File: src/rtl/vector_dot_product_loader.sv
// Collects VECTOR_SIZE element pairs into two vectors, restarts the dot-product
// stage, captures its result and hands it downstream with a valid/ready handshake.
//
// state    | meaning
// ---------+--------------------------------------------------------------
// S_LOAD   | accepting element pairs, in_ready high
// S_START  | one-cycle dp_start pulse to the dot-product stage
// S_WAIT   | waiting for the first dp_valid, then capture dp_result
// S_OUTPUT | out_valid high, holding out_result until out_ready
module vector_dot_product_loader #(
    parameter int WORD_WIDTH  = 31,
    parameter int VECTOR_SIZE = 16
) (
    input  logic                                    clk,
    input  logic                                    reset,
    input  logic                                    in_valid,
    output logic                                    in_ready,
    input  logic [WORD_WIDTH-1:0]                   in_a,
    input  logic [WORD_WIDTH-1:0]                   in_b,
    output logic [VECTOR_SIZE-1:0][WORD_WIDTH-1:0]  vec1,
    output logic [VECTOR_SIZE-1:0][WORD_WIDTH-1:0]  vec2,
    output logic                                    dp_start,
    input  logic [WORD_WIDTH-1:0]                   dp_result,
    input  logic                                    dp_valid,
    output logic [WORD_WIDTH-1:0]                   out_result,
    output logic                                    out_valid,
    input  logic                                    out_ready,
    output logic                                    busy
);

    localparam int IDX_W = $clog2(VECTOR_SIZE);
    localparam logic [IDX_W-1:0] IDX_LAST = IDX_W'(VECTOR_SIZE - 1);
    localparam logic [WORD_WIDTH-1:0] M31_P = WORD_WIDTH'(64'h7FFF_FFFF);

    typedef enum logic [1:0] {
        S_LOAD,
        S_START,
        S_WAIT,
        S_OUTPUT
    } state_t;

    state_t                                 state_q, state_d;
    logic [IDX_W-1:0]                       idx_q, idx_d;
    logic [VECTOR_SIZE-1:0][WORD_WIDTH-1:0] vec1_q, vec1_d;
    logic [VECTOR_SIZE-1:0][WORD_WIDTH-1:0] vec2_q, vec2_d;
    logic [WORD_WIDTH-1:0]                  out_result_q, out_result_d;

    // p itself is the non-canonical encoding of zero in the M31 field
    function automatic logic [WORD_WIDTH-1:0] canon(input logic [WORD_WIDTH-1:0] v);
        return (v == M31_P) ? '0 : v;
    endfunction

    always_ff @(posedge clk or posedge reset) begin
        if (reset) begin
            state_q      <= S_LOAD;
            idx_q        <= '0;
            vec1_q       <= '0;
            vec2_q       <= '0;
            out_result_q <= '0;
        end else begin
            state_q      <= state_d;
            idx_q        <= idx_d;
            vec1_q       <= vec1_d;
            vec2_q       <= vec2_d;
            out_result_q <= out_result_d;
        end
    end

    always_comb begin
        state_d      = state_q;
        idx_d        = idx_q;
        vec1_d       = vec1_q;
        vec2_d       = vec2_q;
        out_result_d = out_result_q;
        in_ready     = 1'b0;
        dp_start     = 1'b0;
        out_valid    = 1'b0;

        case (state_q)
            S_LOAD: begin
                in_ready = 1'b1;
                if (in_valid) begin
                    vec1_d[idx_q] = canon(in_a);
                    vec2_d[idx_q] = canon(in_b);
                    if (idx_q == IDX_LAST) begin
                        idx_d   = '0;
                        state_d = S_START;
                    end else begin
                        idx_d = idx_q + 1'b1;
                    end
                end
            end
            S_START: begin
                // dp_valid may still be high from the previous run; not sampled here
                dp_start = 1'b1;
                state_d  = S_WAIT;
            end
            S_WAIT: begin
                if (dp_valid) begin
                    out_result_d = dp_result;
                    state_d      = S_OUTPUT;
                end
            end
            S_OUTPUT: begin
                out_valid = 1'b1;
                if (out_ready) begin
                    state_d = S_LOAD;
                end
            end
            default: state_d = S_LOAD;
        endcase
    end

    assign vec1       = vec1_q;
    assign vec2       = vec2_q;
    assign out_result = out_result_q;
    assign busy       = (state_q != S_LOAD);

endmodule

File: config.mk
export PLATFORM = sky130hd
export DESIGN_NAME = vector_dot_product_loader
export DESIGN_NICKNAME = d
export VERILOG_FILES = /design/src/rtl/vector_dot_product_loader.sv
export SDC_FILE = /design/constraint.sdc
export NUM_CORES = 2
export LEC_CHECK = 0
export CELL_PAD_IN_SITES_DETAIL_PLACEMENT = 0
export CELL_PAD_IN_SITES_GLOBAL_PLACEMENT = 2
export CORE_AREA = 8 8 433 435
export DETAILED_ROUTE_END_ITERATION = 10
export DIE_AREA = 0 0 441 443
export MAX_ROUTING_LAYER = met4
export PLACE_DENSITY = 0.67
export SETUP_SLACK_MARGIN = 0.02
export SYNTH_ARGS = -nofsm -noshare
export SYNTH_HDL_FRONTEND = slang
export SYNTH_SLANG_ARGS = --single-unit
File: constraint.sdc
create_clock -name clk -period 62.5 [get_ports clk]
set_input_delay 12.5 -clock clk [delete_from_list [all_inputs] [get_ports clk]]
set_output_delay 12.5 -clock clk [all_outputs]
set_load 0.01 [all_outputs]
==> flow_summary.yaml <==
placed_design:
  placed_cells: 6713
  gp_congestion: 0.8125
  place_area_sq_um: 51070
  place_ws_ns: 44.56
  hpwl_mm: 128.5
  io_buffers: 1124
sta:
  period_share: 0.2707
  rsz0062_at_grt: "no"
  finClkSkew_ns: 0.03128
  post-route-min-period_ns: 16.92
  clock.fmax_mhz: 59.10
  relSlewSlack: 0.2560
  setup_viol: 0
  tightestPinTransition_ns: 1.112
  hold_viol: 0
  setup_slack_ns: 45.58
  final.setup.tns_ns: 0
  drv_slew: 0
floorplan:
  core_sq_um: 180200
  dieArea_sq_um: 195400
  initial_core_util: 0.2108
  pin_count: 1125
  die_w_microns: 441
  dieHeight_microns: 443
  rows: 156
drt:
  vias_per_cell: 4.211
  routed_wl_mm: 179.0
  vias: 29261
  first_pass_iters: 5
  routedWlPerCell_microns: 25.76
  drc: 0
  ant_nets: 0
  drt-initial-drc-count: 1743
cells_and_area:
  finalInstanceArea_sq_um: 55290
  nets: 4572
  layout-drive-gt1-share: 0.08187
  area_delta_synth_final_pct: 45.57
  fin_cells: 6949
clocking:
  numClockSinks: 1029
  cts_hold_buf: 0
  cts_buffer_depth: 3
  clk_pin_slew_worst_paths_ns: 0.06
  root_buffer: "clkbuf_16"
  cts_tree: "done"
  clkLatencyLatePin_ns: 0.78
  cts.repair.resized: 0
  cts_setup_buffers: 0
  htreeDepth: 3
  cts_buffers: 120
power:
  power_density_nw_per_um2: 55.24
  seqPwrFrac: 0.364
  p_comb_frac: 0.392
  p_int_mw: 1.995
  p_leak_nw: 23.78
  netSwitchingFraction: 0.3467
  p_clk_frac: 0.244
  p_sw_mw: 1.059
  irDropWorstVdd_mv: 0.03059
grt:
  track_usage: 0.1819
  grt_overflow: 0
  grt_max_degree: 150
  antenna_found_initial: 17
  grt_first_pass_wirelength_mm: 244.2
  grt_pass1_vias: 28742
logic_synthesis:
  ys_seq_elements: 1029
  synth_seq_area_share: 0.6780
  syn_inst: 3474
  netlist_area_sq_um: 37980
  synth_cell_type_count: 25
  synth_nets: 3581
  syn_avg_cell_area_sq_um: 10.93
  synth_warnings: 0
setup_path:
  reg2reg_from: "state_q[1]$_DFFE_PP0P_"
  worstPathMaxFanout: 149
  crit_required_ns: 63.29
  startpoint_type: "primary input"
  crit_path_start: "reset"
  crit_type: "in -> async"
  cp-end-kind: "asynchronous set/reset pin"
  crit_arrival_ns: 17.71
job:
  drv_cap: 0
min_path:
  hold_start: "vec2[335]$_DFFE_PP0P_"
  hold_path_class: "reg -> reg"
outcome:
  outcome: "complete, no violations"
[critical path, stage by stage]
cell and delay (ns):
clkdlybuf4s50_1 0.49, inv_8 0.58, buf_12 0.65, buf_4 0.68
buf_4 0.80, buf_12 0.65, buf_4 0.77
[area by class of cell]
| type | instances | area, sq um |
|---|---|---|
| Inverter | 8 | 37.54 |
| Clock inverter | 48 | 651.9 |
| Multi-Input combinational cell | 2147 | 10760 |
| Fill cell | 18952 | 124900 |
| Sequential cell | 1029 | 25750 |
| Clock buffer | 177 | 3540 |
| Antenna cell | 11 | 27.53 |
| Timing Repair Buffer | 1159 | 11550 |
| Tap cell | 2370 | 2965 |
[cell usage after synthesis, drive strengths merged]
cell type / n / share of area
ha: 9 / 0.0030
and3: 2 / 0.00033
or4: 4 / 0.0012
nand3: 12 / 0.0016
o21ai: 1060 / 0.16
a222oi: 1 / 0.00026
clkbuf: 162 / 0.016
nand2: 1004 / 0.099
inv: 8 / 0.00079
buf: 128 / 0.026
dfrtp: 1029 / 0.68
and2: 1 / 0.00016
nor2: 1 / 0.000099
nand4: 18 / 0.0030
xnor2: 1 / 0.00023
mux2: 31 / 0.0092
nor2b: 2 / 0.00033
a21oi: 1 / 0.00013
[flip-flops by register name (all words and copies together), names as in the netlist]
signal	flops
state_q	2
vec2	496
out_result	31
idx_q	4
vec1	496
[power groups by stage]
stage	Clock [mW]	Sequential (mW)	Combinational, mW
floorplan	0	1.24	0.259
global placement	0	1.12	1.21
detailed placement	0	1.12	1.22
CTS	0.768	1.12	1.22
global route	0.793	1.15	1.28
finish	0.745	1.11	1.20
[cells in the final DEF (no fill, tap or decap), types with 18 or more instances in the layout]
cell type / instances
buf_4: 32
clkbuf_1: 27
clkbuf_16: 122
clkbuf_8: 28
clkdlybuf4s50_1: 1124
clkinv_2: 18
dfrtp_1: 1029
mux2_2: 31
nand2_1: 998
nand4_1: 18
o21ai_0: 421
o21ai_1: 548
o21ai_2: 29
o21ai_4: 62
[path summary, 6_finish.rpt]
kind	to	cells past startpoint	slack, ns
setup reg to reg	vec2[370]$_DFFE_PP0P_	7	58.77
max in group clk	vec2[370]$_DFFE_PP0P_	6	47.52
hold / removal	vec2[335]$_DFFE_PP0P_	2	0.48
min in group asynchronous	vec2[77]$_DFFE_PP0P_	2	12.28
hold reg to reg	vec2[335]$_DFFE_PP0P_	2	0.48
setup / recovery	out_result[1]$_DFFE_PP0P_	7	45.58
[through the flow]
step / power (mW) / util / hold slack (ns)
CTS: 3.106 / 0.3067 / 0.4769
detailed placement: 2.344 / 0.2835 / 0.4644
finish: 3.054 / 0.3069 / 0.4759
floorplan: 1.502 / - / 0.5132
global route: 3.221 / 0.3068 / 0.4970
global placement: 2.328 / 0.2835 / 0.4614
[routing by layer]
layer	share of wire	global-route usage
met1	0.39	0.2043
met2	0.50	0.3094
met3	0.059	0.04375
met4	0.049	0.07579
met5	0	-
[logic make-up (layout without fill, tap and decap cells)]
family          count (synthesis)  after routing  synth area share
flops                        1029           1029            0.6780
fa+ha+maj                       9              9          0.002965
xor+xnor                        1              1         0.0002307
mux                            31             31          0.009191
compound gates               1062           1062            0.1609
other cells                     0             11                 0
simple gates                 1044           1044            0.1059
buf+inv                       298           1392           0.04280
Power figures use the tool's default switching activity.
